`config.mk`:
```
export PLATFORM = sky130hd
export DESIGN_NAME = line_rasterizer_flat
export DESIGN_NICKNAME = d
export VERILOG_FILES = /design/src/rtl/line_rasterizer_if.sv /design/src/rtl/line_rasterizer.sv /design/src/flat_wrapper.sv
export SDC_FILE = /design/constraint.sdc
export NUM_CORES = 1
export LEC_CHECK = 0
export ABC_AREA = 1
export BUFFER_PORTS_ARGS = -buffer_cell sky130_fd_sc_hd__buf_4
export CAP_MARGIN = 20
export CORE_MARGIN = 2
export CORE_UTILIZATION = 30
export DETAILED_ROUTE_END_ITERATION = 12
export GPL_ROUTABILITY_DRIVEN = 1
export SLEW_MARGIN = 20
export SYNTH_ARGS = -nofsm -noshare
export SYNTH_HDL_FRONTEND = slang
export SYNTH_SLANG_ARGS = --single-unit
```
`constraint.sdc`:
```
create_clock -name clk -period 4.65 [get_ports clk]
set_input_delay 0.465 -clock clk [delete_from_list [all_inputs] [get_ports clk]]
set_output_delay 0.465 -clock clk [all_outputs]
set_load 0.02 [all_outputs]
```
`src/rtl/line_rasterizer_if.sv`:
```
// Bundle between the plot controller / framebuffer write arbiter and the
// line rasteriser.
//   master : drives the line request (x1,y1,x2,y2,color,skip_first,start)
//            and the framebuffer acceptance (write_ready); observes status
//            and the pixel write port.
//   slave  : the rasteriser; accepts the request and drives ready, done,
//            write_enable, write_addr, write_data.
interface line_rasterizer_if #(
    parameter int HOR_ACTIVE_PIXELS = 640,
    parameter int VER_ACTIVE_PIXELS = 480,
    parameter int WRITE_DATA_WIDTH  = 1
);
    localparam int X_WIDTH          = $clog2(HOR_ACTIVE_PIXELS);
    localparam int Y_WIDTH          = $clog2(VER_ACTIVE_PIXELS);
    localparam int WRITE_ADDR_WIDTH = $clog2(HOR_ACTIVE_PIXELS * VER_ACTIVE_PIXELS);

    logic [X_WIDTH-1:0]          x1;
    logic [Y_WIDTH-1:0]          y1;
    logic [X_WIDTH-1:0]          x2;
    logic [Y_WIDTH-1:0]          y2;
    logic [WRITE_DATA_WIDTH-1:0] color;
    logic                        skip_first;
    logic                        start;
    logic                        ready;
    logic                        done;
    logic                        write_enable;
    logic                        write_ready;
    logic [WRITE_ADDR_WIDTH-1:0] write_addr;
    logic [WRITE_DATA_WIDTH-1:0] write_data;

    modport master (
        output x1, y1, x2, y2, color, skip_first, start, write_ready,
        input  ready, done, write_enable, write_addr, write_data
    );

    modport slave (
        input  x1, y1, x2, y2, color, skip_first, start, write_ready,
        output ready, done, write_enable, write_addr, write_data
    );
endinterface

```
`src/rtl/line_rasterizer.sv`:
```
// Bresenham line rasteriser: draws (x1,y1)-(x2,y2) in any octant as a stream
// of single-pixel framebuffer writes with backpressure, clipping to the
// active area and optional first-pixel skip for polyline chaining.
// Ports:
//   clk  : clock, rising edge
//   rst  : synchronous active-high reset
//   bus  : line_rasterizer_if.slave (request, status, pixel write port)
//
// state | meaning
// IDLE  | ready for a new line; done pulses here for one cycle after a line
// SETUP | latched endpoints -> deltas, step directions, initial error
// DRAW  | present current pixel (or skip it), step on handshake
module line_rasterizer #(
    parameter int HOR_ACTIVE_PIXELS = 640,
    parameter int VER_ACTIVE_PIXELS = 480,
    parameter int WRITE_DATA_WIDTH  = 1
) (
    input  logic             clk,
    input  logic             rst,
    line_rasterizer_if.slave bus
);
    localparam int X_WIDTH          = $clog2(HOR_ACTIVE_PIXELS);
    localparam int Y_WIDTH          = $clog2(VER_ACTIVE_PIXELS);
    localparam int COORD_WIDTH      = (X_WIDTH > Y_WIDTH) ? X_WIDTH : Y_WIDTH;
    localparam int WRITE_ADDR_WIDTH = $clog2(HOR_ACTIVE_PIXELS * VER_ACTIVE_PIXELS);
    localparam int EW               = COORD_WIDTH + 2;

    localparam logic [X_WIDTH:0] HOR_LIM = (X_WIDTH + 1)'(HOR_ACTIVE_PIXELS);
    localparam logic [Y_WIDTH:0] VER_LIM = (Y_WIDTH + 1)'(VER_ACTIVE_PIXELS);

    typedef enum logic [1:0] {IDLE, SETUP, DRAW} state_t;
    state_t state, state_nx;

    logic [X_WIDTH-1:0]          x1_q, x2_q, x_q;
    logic [Y_WIDTH-1:0]          y1_q, y2_q, y_q;
    logic [WRITE_DATA_WIDTH-1:0] color_q;
    logic                        skip_q, first_q, done_q;
    logic                        sx_neg_q, sy_neg_q;
    logic signed [EW-1:0]        dx_q, dy_q, err_q;

    logic                 accept, ready_c, write_enable_c;
    logic                 writable, step, last;
    logic                 step_x, step_y;
    logic signed [EW-1:0] dx_raw, dy_raw, dx_abs, dy_negabs, err_nx;
    logic signed [EW:0]   e2, dx_ext, dy_ext;

    assign dx_raw    = $signed(EW'(x2_q)) - $signed(EW'(x1_q));
    assign dy_raw    = $signed(EW'(y2_q)) - $signed(EW'(y1_q));
    assign dx_abs    = dx_raw[EW-1] ? -dx_raw : dx_raw;
    // dy is kept as -|y2-y1| so the step tests read exactly as Bresenham's.
    assign dy_negabs = dy_raw[EW-1] ? dy_raw : -dy_raw;

    assign e2     = $signed({err_q, 1'b0});
    assign dx_ext = {dx_q[EW-1], dx_q};
    assign dy_ext = {dy_q[EW-1], dy_q};
    assign step_x = (e2 >= dy_ext);
    assign step_y = (e2 <= dx_ext);
    // Both corrections come from the same old err/e2 pair.
    assign err_nx = err_q + (step_x ? dy_q : {EW{1'b0}}) + (step_y ? dx_q : {EW{1'b0}});

    assign last     = (x_q == x2_q) && (y_q == y2_q);
    assign writable = (state == DRAW) && ({1'b0, x_q} < HOR_LIM) && ({1'b0, y_q} < VER_LIM)
                      && !(first_q && skip_q);
    // Clipped or skipped pixels still take one cycle.
    assign step     = (state == DRAW) && (!writable || bus.write_ready);
    assign accept   = bus.start && (state == IDLE);

    always_ff @(posedge clk) begin
        if (rst) state <= IDLE;
        else     state <= state_nx;
    end

    always_comb begin
        state_nx       = state;
        ready_c        = 1'b0;
        write_enable_c = 1'b0;
        case (state)
            IDLE: begin
                ready_c = 1'b1;
                if (bus.start) state_nx = SETUP;
            end
            SETUP: state_nx = DRAW;
            DRAW: begin
                write_enable_c = writable;
                if (step && last) state_nx = IDLE;
            end
            default: state_nx = IDLE;
        endcase
    end

    always_ff @(posedge clk) begin
        if (rst) begin
            x1_q     <= '0;
            y1_q     <= '0;
            x2_q     <= '0;
            y2_q     <= '0;
            x_q      <= '0;
            y_q      <= '0;
            color_q  <= '0;
            skip_q   <= 1'b0;
            first_q  <= 1'b0;
            done_q   <= 1'b0;
            sx_neg_q <= 1'b0;
            sy_neg_q <= 1'b0;
            dx_q     <= '0;
            dy_q     <= '0;
            err_q    <= '0;
        end else begin
            done_q <= step && last;
            if (accept) begin
                x1_q    <= bus.x1;
                y1_q    <= bus.y1;
                x2_q    <= bus.x2;
                y2_q    <= bus.y2;
                color_q <= bus.color;
                skip_q  <= bus.skip_first;
            end
            if (state == SETUP) begin
                dx_q     <= dx_abs;
                dy_q     <= dy_negabs;
                sx_neg_q <= dx_raw[EW-1];
                sy_neg_q <= dy_raw[EW-1];
                err_q    <= dx_abs + dy_negabs;
                x_q      <= x1_q;
                y_q      <= y1_q;
                first_q  <= 1'b1;
            end else if (step && !last) begin
                err_q   <= err_nx;
                first_q <= 1'b0;
                if (step_x) x_q <= sx_neg_q ? x_q - X_WIDTH'(1) : x_q + X_WIDTH'(1);
                if (step_y) y_q <= sy_neg_q ? y_q - Y_WIDTH'(1) : y_q + Y_WIDTH'(1);
            end
        end
    end

    assign bus.ready        = ready_c;
    assign bus.done         = done_q;
    assign bus.write_enable = write_enable_c;
    assign bus.write_data   = color_q;
    assign bus.write_addr   = WRITE_ADDR_WIDTH'(y_q) * WRITE_ADDR_WIDTH'(HOR_ACTIVE_PIXELS)
                              + WRITE_ADDR_WIDTH'(x_q);
endmodule

```
`src/flat_wrapper.sv`:
```
// flat-port wrapper written by rule: the top's interface ports become plain ports
module line_rasterizer_flat 
#(
    parameter int HOR_ACTIVE_PIXELS = 640,
    parameter int VER_ACTIVE_PIXELS = 480,
    parameter int WRITE_DATA_WIDTH  = 1
)
  (clk, rst, bus_x1, bus_y1, bus_x2, bus_y2, bus_color, bus_skip_first, bus_start, bus_write_ready, bus_ready, bus_done, bus_write_enable, bus_write_addr, bus_write_data);
  line_rasterizer_if #(.HOR_ACTIVE_PIXELS(HOR_ACTIVE_PIXELS), .VER_ACTIVE_PIXELS(VER_ACTIVE_PIXELS), .WRITE_DATA_WIDTH(WRITE_DATA_WIDTH)) bus_i ();
  input  logic clk;
  input  logic rst;
  input wire logic [$bits(bus_i.x1)-1:0] bus_x1;
  input wire logic [$bits(bus_i.y1)-1:0] bus_y1;
  input wire logic [$bits(bus_i.x2)-1:0] bus_x2;
  input wire logic [$bits(bus_i.y2)-1:0] bus_y2;
  input wire logic [$bits(bus_i.color)-1:0] bus_color;
  input wire logic [$bits(bus_i.skip_first)-1:0] bus_skip_first;
  input wire logic [$bits(bus_i.start)-1:0] bus_start;
  input wire logic [$bits(bus_i.write_ready)-1:0] bus_write_ready;
  output wire logic [$bits(bus_i.ready)-1:0] bus_ready;
  output wire logic [$bits(bus_i.done)-1:0] bus_done;
  output wire logic [$bits(bus_i.write_enable)-1:0] bus_write_enable;
  output wire logic [$bits(bus_i.write_addr)-1:0] bus_write_addr;
  output wire logic [$bits(bus_i.write_data)-1:0] bus_write_data;
  assign bus_i.x1 = bus_x1;
  assign bus_i.y1 = bus_y1;
  assign bus_i.x2 = bus_x2;
  assign bus_i.y2 = bus_y2;
  assign bus_i.color = bus_color;
  assign bus_i.skip_first = bus_skip_first;
  assign bus_i.start = bus_start;
  assign bus_i.write_ready = bus_write_ready;
  assign bus_ready = bus_i.ready;
  assign bus_done = bus_i.done;
  assign bus_write_enable = bus_i.write_enable;
  assign bus_write_addr = bus_i.write_addr;
  assign bus_write_data = bus_i.write_data;
  line_rasterizer #(.HOR_ACTIVE_PIXELS(HOR_ACTIVE_PIXELS), .VER_ACTIVE_PIXELS(VER_ACTIVE_PIXELS), .WRITE_DATA_WIDTH(WRITE_DATA_WIDTH)) u_core (.clk(clk), .rst(rst), .bus(bus_i));
endmodule
```
; ---- Yosys cells after proc, flatten, opt, wreduce, memory -nomap -nowiden
; Cells that the tools add are included.
[op_classes]
reduce_logical = 20
n_div = 0
shifts = 0
bitwise = 0
n_mux = 21
n_eq_ne = 6
add_sub_neg = 12
n_mul = 1
n_lt_le_gt_ge = 4
[ops]
columns = op, count
row1 = $mux 12, 6
row2 = $mux 10, 4
row3 = $add 12x12->12, 3
row4 = $mux 9, 4
row5 = $neg 12->12, 2
row6 = $add 19x10->19, 1
row7 = $ge 13x12->1, 1
row8 = $le 13x12->1, 1
row9 = $mul 9x3->12 const B, 1
row10 = $sub 10x10->11, 1
row11 = $add 10x1->10 const B, 1
row12 = $eq 10x10->1, 1
row13 = $lt 10x10->1 const B, 1
row14 = $sub 10x1->10 const B, 1
row15 = $sub 9x9->10, 1
row16 = $add 9x1->9 const B, 1
row17 = $eq 9x9->1, 1
row18 = $logic_and 1x1->1, 9
row19 = $lt 9x9->1 const B, 1
row20 = $sub 9x1->9 const B, 1
row21 = $pmux 2 s3, 1
row22 = $reduce_and 2->1, 3
row23 = $reduce_bool 2->1, 3
row24 = $mux 1, 4
row25 = other kinds (7), 11
[totals]
register_bits = 101
output_inout_bits = 23
ram_bits = 0
input_bits = 44
elab_cells = 80
latchBits = 0
rom_bits = 0
memories = 0

; ---- Logic depth before layout (Yosys ltp)
[depth]
ltp_word = 10
mapped_depth = 29
depth_no_buf = 28

; ---- Worst setup path before layout
; Ideal clock, no wire load.
[synth_timing]
kind = reg-to-reg
from = reg u_core.dy_q[11]
to = reg u_core.err_q[11]
arrival_time_ns = 3.796
setup_time_ns = 0.109
path_buffers = 1
required_ns = 4.541
path_stages_with_launch = 30
slack_ns = 0.745
synth_period_minus_slack_ns = 3.905
cell_sequence = dfxtp_1 inv_1 ha_1 nand2_1 nor2_1 inv_1 nor2_1 nand2_1 nand2_1 nand2_1 nand2_2 clkbuf_1 nand2_1 fa_1 inv_1 ha_1 inv_1 fa_1 o21ai_0 nand4_1 nand2_1 nand2_1 nand2_1 a21oi_1 inv_1 nand3_1 nand3_1 nand3_1 nand2_1 inv_1
[synth_via]
elab_chain_cells = 6
[synth_rtl]
columns = item, line_no
row1 = "start, declared", line_rasterizer.sv:39  ; logic signed [EW-1:0] dx_q, dy_q, err_q;
row2 = "start signal, assigned", line_rasterizer.sv:120  ; dy_q <= dy_negabs;
row3 = $ge 13x12->1, line_rasterizer.sv:56  ; assign step_x = (e2 >= dy_ext);
row4 = $mux 12 (*), line_rasterizer.sv:59  ; assign err_nx = err_q + (step_x ? dy_q : {EW{1'b0}}) + (step_y ? dx_q : {EW{1'b0}});
row5 = $add 12x12->12 (*) (2 in a row), line_rasterizer.sv:59
row6 = $mux 12 (*), line_rasterizer.sv:127  ; end else if (step && !last) begin
row7 = $mux 12 (*), line_rasterizer.sv:118  ; if (state == SETUP) begin
row8 = "end signal, assigned", line_rasterizer.sv:123  ; err_q <= dx_abs + dy_negabs;
row9 = "end signal, assigned", line_rasterizer.sv:128  ; err_q <= err_nx;
row10 = "end, declared", line_rasterizer.sv:39
; Every way passes the cells marked *; elsewhere a longest branch is shown, timed or not. The select of a mux whose other input is x is not followed.
; A chain may end at the register's enable or synchronous reset.

; ---- Worst setup path after layout
[layout_timing]
from = reg u_core.x2_q[0]
to = reg u_core.err_q[9]
[layout_via]
elab_chain_cells = 5
elab_cells_between_ends = 10
classes_between = add/sub (3) / eq/ne (1) / mux (2) / reduce/logical (4)
[layout_rtl]
columns = item, line_no
row1 = "start, declared", line_rasterizer.sv:34  ; logic [X_WIDTH-1:0] x1_q, x2_q, x_q;
row2 = "start signal, assigned", line_rasterizer.sv:113  ; x2_q <= bus.x2;
row3 = $sub 10x10->11 (*), line_rasterizer.sv:47  ; assign dx_raw = $signed(EW'(x2_q)) - $signed(EW'(x1_q));
row4 = $neg 12->12, line_rasterizer.sv:49  ; assign dx_abs = dx_raw[EW-1] ? -dx_raw : dx_raw;
row5 = $mux 12 (*), line_rasterizer.sv:49
row6 = net u_core.dx_abs[2], line_rasterizer.sv:44  ; logic signed [EW-1:0] dx_raw, dy_raw, dx_abs, dy_negabs, err_nx;
row7 = $add 12x12->12 (*), line_rasterizer.sv:123
row8 = $mux 12 (*), line_rasterizer.sv:118
; Mark *: on every way through the listed nets, which the timed path passes. The rest lies on a longest branch.

==> impl_metrics.csv <==
group,metric,value,unit
clock_tree,clkTransAtPathRegs,80,ps
clock_tree,clk_latency,370,ps
synth,synth_seq_area_share,23.34,%
finish,mostFrequentLayoutCell,"nand2_1",
global_route,grt_pass1_wl,38.85,mm
critical_path,rr_worst_depth,25,
detailed_routing,drt-initial-drc-count,442,
critical_path,arrival,4410,ps
place,portBuffers,66,
critical_path,crit_fanout,5,
finish,drive_gt1_share,10.72,%
floorplan,core.rowCount,62,
power_and_ir_drop,p_per_area,422.6,nW/um^2
clock_tree,cts_resized,0,
sta,setup_ws,490.4,ps
detailed_routing,vias,7876,
global_route,track_usage,15.78,%
detailed_routing,top_layer,"met4",
place,routabilityCongestion,0.9095,
global_route,grt_overflow_total,0,
detailed_routing,drc_errors,0,
clock_tree,cts.sinks,101,
finish,areaGrowthSynthToFinish,13.40,%
critical_path,setup.worst_path.start_class,"flop",
sta,fin_crit_sh,89.45,%
detailed_routing,dr_wl_met2,10.72,mm
floorplan,core_area,28550,um^2
clock_tree,root_buffer,"clkbuf_16",
synth,syn_inst,1235,
global_route,first_global_vias,7810,
critical_path,critPathCaptureType,"flop",
sta,final_hold_viol_count,0,
critical_path,crit_end,"u_core.err_q[9]$_SDFFE_PP0P_",
synth,ys_warn_count,0,
floorplan,start_util,30.35,%
power_and_ir_drop,p_leak,4.679,nW
sta,post-route-min-period,4160,ps
critical_path,crit_start,"u_core.x2_q[0]$_SDFFE_PP0P_",
clock_tree,postCtsSetupBuffers,0,
power_and_ir_drop,vdd_drop_max,0.2385,mV
sta,clock_skew,16.24,ps
clock_tree,cts_made_buffers,9,
global_route,grt_max_degree,63,
clock_tree,holdBufCountCts,0,
detailed_routing,ant_nets,0,
finish,final_cell_mix,"nand2_1 (216), inv_1 (191), a21oi_1 (119)",
detailed_routing,met1_length,11.16,mm
synth,ys_ff_latch,101,
synth,synthArstFlopShare,0,%
synth,syn_area,8665,um^2
finish,nNetsFinal,1443,
clock_tree,clockBufferDepth,2,
synth,synth_cell_types,48,
floorplan,die_w,173.9,um
hold_path,min_path_type,"in2reg",
critical_path,r2r_end,"u_core.err_q[9]$_SDFFE_PP0P_",
floorplan,die_area,30260,um^2
sta,max_freq,0.2404,GHz
run_status,status,"finished clean",
detailed_routing,wire_per_inst,13.85,um
sta,slew_headroom,56.41,%
detailed_routing,via_per_inst,4.713,
sta,slew_violations,0,
detailed_routing,routed-wl-met3,891,um
synth,synthesis.nets,1396,
critical_path,ff2ff_setup_slack,490,ps
place,dp_hpwl,18.08,mm
synth,synth.avg_cell_area,7.016,um^2
critical_path,crit_type,"reg2reg",
clock_tree,cts_tree,"built",
critical_path,reg2reg_from,"u_core.x2_q[0]$_SDFFE_PP0P_",
floorplan,ioPinCount,67,
job,maxCapViolations,0,
detailed_routing,routed_wl,23.14,mm
sta,tns,0,ps
sta,setup_viol,0,
clock_tree,htree_num_levels,3,
critical_path,crit_required,4900,ps
floorplan,fp.dieH,173.9,um
sta,rsz0062_at_grt,"false",
synth,synthFlopType,"dfxtp_1",
finish,antenna_cells,0,
global_route,antenna_found_initial,0,
detailed_routing,dr.pass1.iters,5,
sta,worstMarginPinSlew,646.9,ps
synth,synth_edf_count,0,
place,preCtsSetupSlack,413.5,ps
[final cells by class]
cell class	count	area (um^2)
fill	3135	18720
multi-input combinational	894	5689
sequential	101	2022
inverter	201	757.0
timing repair buffer	75	563.0
tap	384	480.5
clock buffer	10	239.0
clock inverter	6	75.07
[cell families (layout without fill, tap and decap cells)]
family,count (synthesis),count (layout),synth area share [%]
AND/OR/NAND/NOR,422,422,21.37
AO/OA/AOI/OAI,278,278,17.50
buffers and inverters,240,292,11.03
adder cells (fa/ha/maj),117,117,18.54
flip-flops,101,101,23.34
XOR/XNOR,77,77,8.217
[worst max-delay path: stages (launching register included)]
cell and delay, ps:
dfxtp_1 310, inv_1 100, ha_1 150, inv_1 70
fa_1 430, nand3_1 110, nand2_1 90, nand2_1 60
nand3b_1 120, a21o_1 190, a21oi_2 150, inv_2 70
or2_1 210, xor2_1 200, inv_1 70, ha_1 330
a21oi_1 210, nand2_1 110, nand2_1 90, nand2_1 60
a21oi_1 190, o21ai_1 140, nand3_1 120, nand3b_1 80
a21oi_1 290, nor3_1 80
[metal layers]
layer | track usage, % | vias up
li1 | - | 4120
met1 | 20.91 | 3571
met2 | 26.93 | 159
met3 | 1.881 | 26
met4 | 4.587 | 0
met5 | 0 | -
[cell usage after synthesis, types with 2 or more instances]
master / n / area, um^2
xor2_2: 3 / 48.80
nand3_1: 56 / 280.3
o211ai_1: 4 / 30.03
a31oi_1: 20 / 125.1
nor2_1: 88 / 330.3
dfxtp_1: 101 / 2022
o31ai_1: 2 / 15.01
a211oi_1: 3 / 22.52
nand3b_1: 4 / 30.03
or2_4: 2 / 17.52
fa_1: 19 / 380.4
o21ai_1: 11 / 55.05
nand3_2: 2 / 20.02
xnor2_1: 28 / 245.2
nor3_2: 2 / 20.02
a22oi_1: 4 / 30.03
nand2_2: 3 / 18.77
xor2_1: 44 / 385.4
nor2_4: 5 / 56.30
inv_1: 192 / 720.7
nand2_1: 217 / 814.5
a21oi_1: 119 / 595.6
or2_1: 2 / 12.51
nor2_2: 4 / 25.02
nand4_1: 13 / 81.33
or2_2: 6 / 37.54
o21bai_1: 2 / 15.01
ha_1: 98 / 1226
clkbuf_1: 28 / 105.1
o21ai_0: 96 / 480.5
a21o_1: 6 / 45.04
inv_2: 7 / 26.28
buf_6: 3 / 33.78
nor3_1: 13 / 65.06
o21a_1: 3 / 22.52
xnor2_2: 2 / 32.53
a21oi_2: 5 / 43.79
buf_4: 8 / 60.06
[through the flow]
step                      hold slack (ps)  power, mW  util, %  std cells  instance area (um^2)
after floorplan                     444.8      2.762        -       1235                  8665
after global placement              468.6      3.298    33.32       1655                  9512
after detailed placement            474.5      3.329    33.32       1655                  9512
after CTS                           341.4      4.161    34.42       1671                  9826
after global routing                356.2      4.544    34.42       1671                  9826
final                               342.9      4.152    34.42       1671                  9826
[flip-flops by register name, indices dropped and copies added (netlist names), 2 cells and up]
register	cells
u_core.y1_q	9
u_core.dx_q	12
u_core.x1_q	10
u_core.y_q	9
u_core.state	2
u_core.y2_q	9
u_core.x_q	10
u_core.x2_q	10
u_core.dy_q	12
u_core.err_q	12
[worst min-delay path by stage]
stage	start	endpoint	depth (start not counted)
2_1_floorplan	u_core.dx_q[0]$_SDFFE_PP0P_	u_core.dx_q[0]$_SDFFE_PP0P_	2
3_3_place_gp	u_core.x1_q[4]$_SDFFE_PP0P_	u_core.x1_q[4]$_SDFFE_PP0P_	2
3_5_place_dp	u_core.bus.write_data$_SDFFE_PP0P_	u_core.bus.write_data$_SDFFE_PP0P_	2
4_1_cts	bus_x2[8]	u_core.x2_q[8]$_SDFFE_PP0P_	3
5_1_grt	bus_x2[1]	u_core.x2_q[1]$_SDFFE_PP0P_	3
6_report	bus_color	u_core.bus.write_data$_SDFFE_PP0P_	3
[power by group]
group	switching (mW)	leakage [nW]	internal, mW
Combinational	1.46	3.70	0.830
Clock	0.379	0.152	0.442
Sequential	0.0913	0.830	0.947
Total	1.93	4.68	2.22
Power figures use the tool's default switching activity.
